===== config.mk =====
export PLATFORM = sky130hd
export DESIGN_NAME = cpu7_ifu_fcl
export DESIGN_NICKNAME = d
export VERILOG_FILES = /design/src/rtl/cpu7_ifu_fcl.sv
export SDC_FILE = /design/constraint.sdc
export NUM_CORES = 1
export LEC_CHECK = 0
export ABC_AREA = 1
export CORE_MARGIN = 2
export CORE_UTILIZATION = 35
export DETAILED_ROUTE_END_ITERATION = 10
export PLACE_DENSITY = 0.84
export SETUP_SLACK_MARGIN = 0.1
export SYNTH_ARGS = -nofsm -noshare
export SYNTH_HDL_FRONTEND = slang
export SYNTH_SLANG_ARGS = --single-unit

===== constraint.sdc =====
create_clock -name clock -period 1.1 [get_ports clock]
set_input_delay 0.22 -clock clock [delete_from_list [all_inputs] [get_ports clock]]
set_output_delay 0.22 -clock clock [all_outputs]
set_load 0.02 [all_outputs]

===== src/rtl/cpu7_ifu_fcl.sv =====
// Instruction-fetch control: sequences fetch requests to the I-cache, cancels
// stale fetches on redirects and selects the next pc_bf source for the datapath.
module cpu7_ifu_fcl #(
    parameter int GRLEN = 32
) (
    input  logic             clock,
    input  logic             resetn,
    output logic             inst_req,
    input  logic             inst_addr_ok,
    input  logic             inst_valid,
    output logic             inst_cancel,
    input  logic             br_taken,
    input  logic [GRLEN-1:0] br_target,
    input  logic             exu_ifu_stall_req,
    output logic [3:0]       fcl_fdp_pcbf_sel_l,
    output logic [GRLEN-1:0] fcl_fdp_brtgt,
    output logic             fcl_fdp_dec_valid,
    output logic [1:0]       fcl_state
);

    typedef enum logic [1:0] {
        ST_INIT = 2'b00,
        ST_REQ  = 2'b01,
        ST_WAIT = 2'b10,
        ST_DROP = 2'b11
    } state_t;

    localparam logic [3:0] SEL_INIT = 4'b1110;
    localparam logic [3:0] SEL_OLD  = 4'b1101;
    localparam logic [3:0] SEL_INC  = 4'b1011;
    localparam logic [3:0] SEL_BR   = 4'b0111;

    state_t           state_r;
    state_t           next_state_s;
    logic [GRLEN-1:0] brtgt_r;
    logic             req_s;

    // State register and held redirect target
    always_ff @(posedge clock or negedge resetn) begin
        if (!resetn) begin
            state_r <= ST_INIT;
            brtgt_r <= '0;
        end else begin
            state_r <= next_state_s;
            if (br_taken) begin
                brtgt_r <= br_target;
            end else begin
                brtgt_r <= brtgt_r;
            end
        end
    end

    // Next-state and same-cycle control outputs; priority br > stall > valid > addr_ok
    always_comb begin
        next_state_s       = state_r;
        req_s              = 1'b0;
        inst_cancel        = 1'b0;
        fcl_fdp_dec_valid  = 1'b0;
        fcl_fdp_pcbf_sel_l = SEL_OLD;
        case (state_r)
            ST_INIT: begin
                fcl_fdp_pcbf_sel_l = SEL_INIT;
                next_state_s       = ST_REQ;
            end
            ST_REQ: begin
                req_s = ~exu_ifu_stall_req;
                if (br_taken) begin
                    fcl_fdp_pcbf_sel_l = SEL_BR;
                    // an already-accepted request now fetches the wrong path
                    if (inst_addr_ok && req_s) begin
                        inst_cancel  = 1'b1;
                        next_state_s = ST_DROP;
                    end else begin
                        next_state_s = ST_REQ;
                    end
                end else if (exu_ifu_stall_req) begin
                    next_state_s = ST_REQ;
                end else if (inst_addr_ok) begin
                    next_state_s = ST_WAIT;
                end else begin
                    next_state_s = ST_REQ;
                end
            end
            ST_WAIT: begin
                if (br_taken) begin
                    if (inst_valid) begin
                        fcl_fdp_pcbf_sel_l = SEL_BR;
                        next_state_s       = ST_REQ;
                    end else begin
                        inst_cancel  = 1'b1;
                        next_state_s = ST_DROP;
                    end
                end else if (exu_ifu_stall_req) begin
                    if (inst_valid) begin
                        next_state_s = ST_REQ;
                    end else begin
                        next_state_s = ST_WAIT;
                    end
                end else if (inst_valid) begin
                    fcl_fdp_dec_valid  = 1'b1;
                    fcl_fdp_pcbf_sel_l = SEL_INC;
                    next_state_s       = ST_REQ;
                end else begin
                    next_state_s = ST_WAIT;
                end
            end
            ST_DROP: begin
                if (br_taken) begin
                    next_state_s = ST_DROP;
                end else if (inst_valid) begin
                    fcl_fdp_pcbf_sel_l = SEL_BR;
                    next_state_s       = ST_REQ;
                end else begin
                    next_state_s = ST_DROP;
                end
            end
            default: begin
                fcl_fdp_pcbf_sel_l = SEL_INIT;
                next_state_s       = ST_INIT;
            end
        endcase
    end

    // Redirect target bypasses the holding register in the cycle it arrives
    always_comb begin
        if (br_taken) begin
            fcl_fdp_brtgt = br_target;
        end else begin
            fcl_fdp_brtgt = brtgt_r;
        end
    end

    assign inst_req  = req_s;
    assign fcl_state = state_r;

endmodule


; ---- Word-level counts from Yosys, hierarchy flattened
; Cells that the tools add are included.
[totals]
ff_bits = 34
output_inout_bits = 41
in_bits = 38
[op_classes]
muxes = 27
n_eq_ne = 3
reduce_logical = 2
bitwise = 1
[ops]
columns = cell, count
row1 = two-way mux 32 bit, 1
row2 = two-way mux 2 bit, 8
row3 = two-way mux 4 bit, 4
row4 = one-hot mux 4 bit (4 select lines), 1
row5 = two-way mux 1 bit, 9
row6 = one-hot mux 2 bit (4 select lines), 1
row7 = two-way mux 3 bit, 2
row8 = == test 2 bit (second input constant), 2
row9 = == test 2 x 1 -> 1 bit (second input constant), 1
row10 = zero test 2 bit, 1
row11 = one-hot mux 1 bit (2 select lines), 1
row12 = logical AND 1 bit, 1
row13 = inverter 1 bit, 1

; ---- Logic depth before layout (Yosys ltp)
; Gate-level depths: netlist of the first run.
[logic_depth]
word_depth = 5
ltp_mapped = 8

; ---- Worst setup path before layout of the first run
; OpenSTA, ideal clock, no wires.
[synth_path]
path_kind = reg-to-output
startpoint = register state_r[0] (netlist: fcl_state[0])
endpoint = output inst_cancel
path_stages_with_launch = 6
slack_ns = -0.470
n_path_buf = 0
arrival_ns = 1.350
path_cell_list = dfrtp_1 > inv_1 > ha_1 > nand2_1 > nand3_1 > a21oi_1
[synth_via]
elab_chain_cells = 2
[synth_rtl]
columns = item, line_no
row1 = from (decl), 33  ; state_t state_r;
row2 = from (signal assigned), 44  ; state_r <= next_state_s;
row3 = == test 2 bit or == test 2 x 1 -> 1 bit (tied branches), 60  ; case (state_r)
row4 = one-hot mux 1 bit (2 select lines) (*), 60
row5 = to (decl), 11  ; output logic inst_cancel,
; Mark *: on every way between the ends. The rest lies on a longest branch, timed or not.

; ---- Worst setup path in the final report of the first run
[layout_path]
startpoint = register state_r[0] (netlist: fcl_state[0])
endpoint = output fcl_fdp_pcbf_sel_l[1]
[layout_via]
elab_chain_cells = 2
[layout_rtl]
columns = item, line_no
row1 = "== test 2 bit, or another cell as far along", 60
row2 = one-hot mux 4 bit (4 select lines) (*), 60
row3 = to (decl), 15  ; output logic [3:0] fcl_fdp_pcbf_sel_l,
; Marked as above.

==> results of run 1 <==
[worst paths after layout]
| check | start | to | slack [ns] |
|---|---|---|---|
| worst max-delay path | fcl_state[0] | fcl_fdp_pcbf_sel_l[1] | -0.59 |
| worst min-delay path | br_target[22] | brtgt_r[22] | 0.29 |
| worst max register to register | fcl_state[0] | fcl_state[1] | -0.13 |
| worst min register to register | brtgt_r[25] | brtgt_r[25] | 0.48 |
| max in group asynchronous | resetn | brtgt_r[31] | 0.59 |
| min in group asynchronous | resetn | brtgt_r[26] | 0.38 |
[cell usage after synthesis]
cell type,number,share of area (%)
inv_1,6,1.5
buf_4,3,1.5
nor2_1,3,0.76
a21oi_1,3,1.0
buf_2,3,1.0
buf_6,1,0.76
dfrtp_1,34,57
o21ai_0,2,0.67
o211ai_1,1,0.51
inv_2,2,0.51
nand2_1,108,27
or2_1,1,0.42
nand3_1,4,1.3
inv_4,1,0.42
nand4_1,2,0.84
ha_1,5,4.2
[stage by stage]
stage / utilization, % / hold slack (ns) / power [mW]
floorplan: - / -0.07559 / 2.366
global placement: 63.74 / 0.4499 / 3.343
detailed placement: 63.74 / 0.4581 / 3.386
CTS: 75.92 / 0.2788 / 5.022
global route: 78.29 / 0.2973 / 5.279
finish: 78.29 / 0.2872 / 5.000
[per-layer routing]
layer | up-vias | share of wire [%]
li1 | 833 | -
met3 | 7 | 4.1
met2 | 51 | 56
met1 | 793 | 39
met5 | - | 0
met4 | 0 | 0.82
[cell usage in the layout (no fill, tap or decap), drive strengths merged]
cell and n:
clkdlybuf4s50 5, clkinv 1, dlygate4sd2 31, dfrtp 34
o211ai 1, nand2 108, a21oi 3, buf 110
nand4 2, or2 1, o21ai 2, nand3 4
clkbuf 6, clkinvlp 1, ha 5, nor2 3
inv 9
[kinds of logic after synthesis]
logic type	synth area share (%)
simple gates	30.64
flops	57.24
buf+inv	5.724
compound gates	2.188
fa+ha+maj	4.209
[area by class of cell]
| cell class | instances | area share (%) |
|---|---|---|
| inverters | 9 | 1.378 |
| clock buffers | 6 | 2.599 |
| clock inverters | 2 | 0.3939 |
| well taps | 50 | 1.969 |
| flip-flops and latches | 34 | 26.86 |
| repair buffers | 146 | 43.68 |
| multi-input cells | 129 | 23.12 |
[power groups by stage]
| stage | combinational, mW | clock (mW) | sequential (mW) |
|---|---|---|---|
| after CTS | 2.55 | 0.979 | 1.49 |
| final | 2.56 | 0.953 | 1.49 |
| after detailed placement | 1.91 | 0 | 1.48 |
| after global placement | 1.87 | 0 | 1.47 |
| after floorplan | 0.840 | 0 | 1.53 |
| after global routing | 2.74 | 1.04 | 1.50 |
[registers in the layout, indices dropped and copies added, names as in the netlist]
| signal | cells |
|---|---|
| brtgt_r | 32 |
| fcl_state | 2 |
[what timing repair did]
action,4_1_cts,5_1_grt
pin swaps,91,38
endpoints found under the setup margin,75,44
setup buffers,31,16
resized for setup,336,12
hold buffers,0,0
[critical path: stages, from the launching register on]
cell and delay, ns:
dfrtp_2 0.45, buf_4 0.16, ha_4 0.18, a21oi_4 0.14, o211ai_1 0.11, buf_4 0.16
==> impl_metrics.env, run 1 <==
export IMPL_io_pins=79
export IMPL_grt_max_degree=19
export IMPL_avgSynthCellArea_um2=8.304
export IMPL_fp_coreArea_um2=4058
export IMPL_synth_seq_area_share_pct=57.24
export IMPL_worstSkewPairLatency_ns=0.28
export IMPL_gr_total_overflow=0
export IMPL_max_cap_violations=0
export IMPL_dieArea_um2=4784
export IMPL_num_vias=1684
export IMPL_ys_warn_count=0
export IMPL_synth_cell_types=16
export IMPL_drt_iter0_markers=46
export IMPL_end_kind="output pin"
export IMPL_critPathLaunchType="register"
export IMPL_setup_viol=41
export IMPL_use_met1_pct=24.62
export IMPL_drc_errors=0
export IMPL_crit_path_max_fanout=4
export IMPL_final_net_count=368
export IMPL_fmax_mhz=590.1
export IMPL_synth_area_um2=1486
export IMPL_die_w_um=69.17
export IMPL_synth_net_count=222
export IMPL_track_usage_pct=21.25
export IMPL_dpl_cell_area_um2=2586
export IMPL_critical_path_arrival_ns=1.47
export IMPL_place_detailed_hpwl_um=3021
export IMPL_rows=23
export IMPL_worst_slack_ns=-0.5945
export IMPL_start_util_pct=36.63
export IMPL_cts_tree="built"
export IMPL_tightest_slew_ns=0.2257
export IMPL_r2r_worst_path_cells=8
export IMPL_grt_pass1_vias=1691
export IMPL_gp_congestion=0.7899
export IMPL_avgRoutedWirePerCell_um=13.22
export IMPL_gr_max_usage_layer="met2"
export IMPL_hp_class="in2reg"
export IMPL_finalWirelength_um=4972
export IMPL_switching_share_pct=35.13
export IMPL_fin_area_um2=3177
export IMPL_worst_setup_hold_path_clk_slew_ns=0.07
export IMPL_grt_pass1_wl_um=8066
export IMPL_combPwrFrac_pct=51.2
export IMPL_crit_type="reg2out"
export IMPL_holdPathStages=3
export IMPL_htree_levels=2
export IMPL_ir_drop_uv=1207
export IMPL_relSlewSlack_pct=84.91
export IMPL_post_route_period_util_pct=154.0
export IMPL_cts_buffer_depth=2
export IMPL_final_cell_count_no_fill=376
export IMPL_pwr_share_clk_pct=19.1
export IMPL_internal_power_mw=3.244
export IMPL_area_growth_pct=113.7
export IMPL_root_buffer="clkbuf_8"
export IMPL_viasPerCell=4.479
export IMPL_n_antenna_cell=0
export IMPL_die_y_um=69.17
export IMPL_grt_use_met3_pct=5.523
export IMPL_numPortBuffers=78
export IMPL_cts_buffers=5
export IMPL_layout_drive_gt1_share_pct=53.68
export IMPL_placed_cells=328
export IMPL_clock_skew_ns=0.003122
export IMPL_met2_usage_pct=38.57
export IMPL_syn_inst=179
export IMPL_ys_ff_latch=34
export IMPL_fin_crit_ns=1.695
export IMPL_ant_nets=0
export IMPL_multi_input_area_um2=734.5
export IMPL_rsz0062_at_grt="yes"
export IMPL_fin_setup_tns_ns=-4.944
export IMPL_violations="setup timing"
export IMPL_drv_slew=0
export IMPL_leakage_nw=1.665
export IMPL_dp_slack_ns=-1.015
export IMPL_cts_sinks=34
export IMPL_p_per_area_nw_per_um2=1574
export IMPL_drt_pass1_iterations=4
export IMPL_outcome="complete, but fails checks"
export IMPL_report_final_hold_viol_count=0
export IMPL_worst_ep_required_time_ns=0.88
export IMPL_p_switching_mw=1.757
export IMPL_seqCellArea_um2=853.3
export IMPL_fill_cells=279
export IMPL_grt_antenna_before_repair=0
export IMPL_p_seq_share_pct=29.7
(Power assumes the default switching activity.)
==> run 2: changes to the inputs <==
Settings changed: CAP_MARGIN from default to 20.
==> results of run 2 <==
The final DEF is identical to that of run 1; final timing and power are the same.
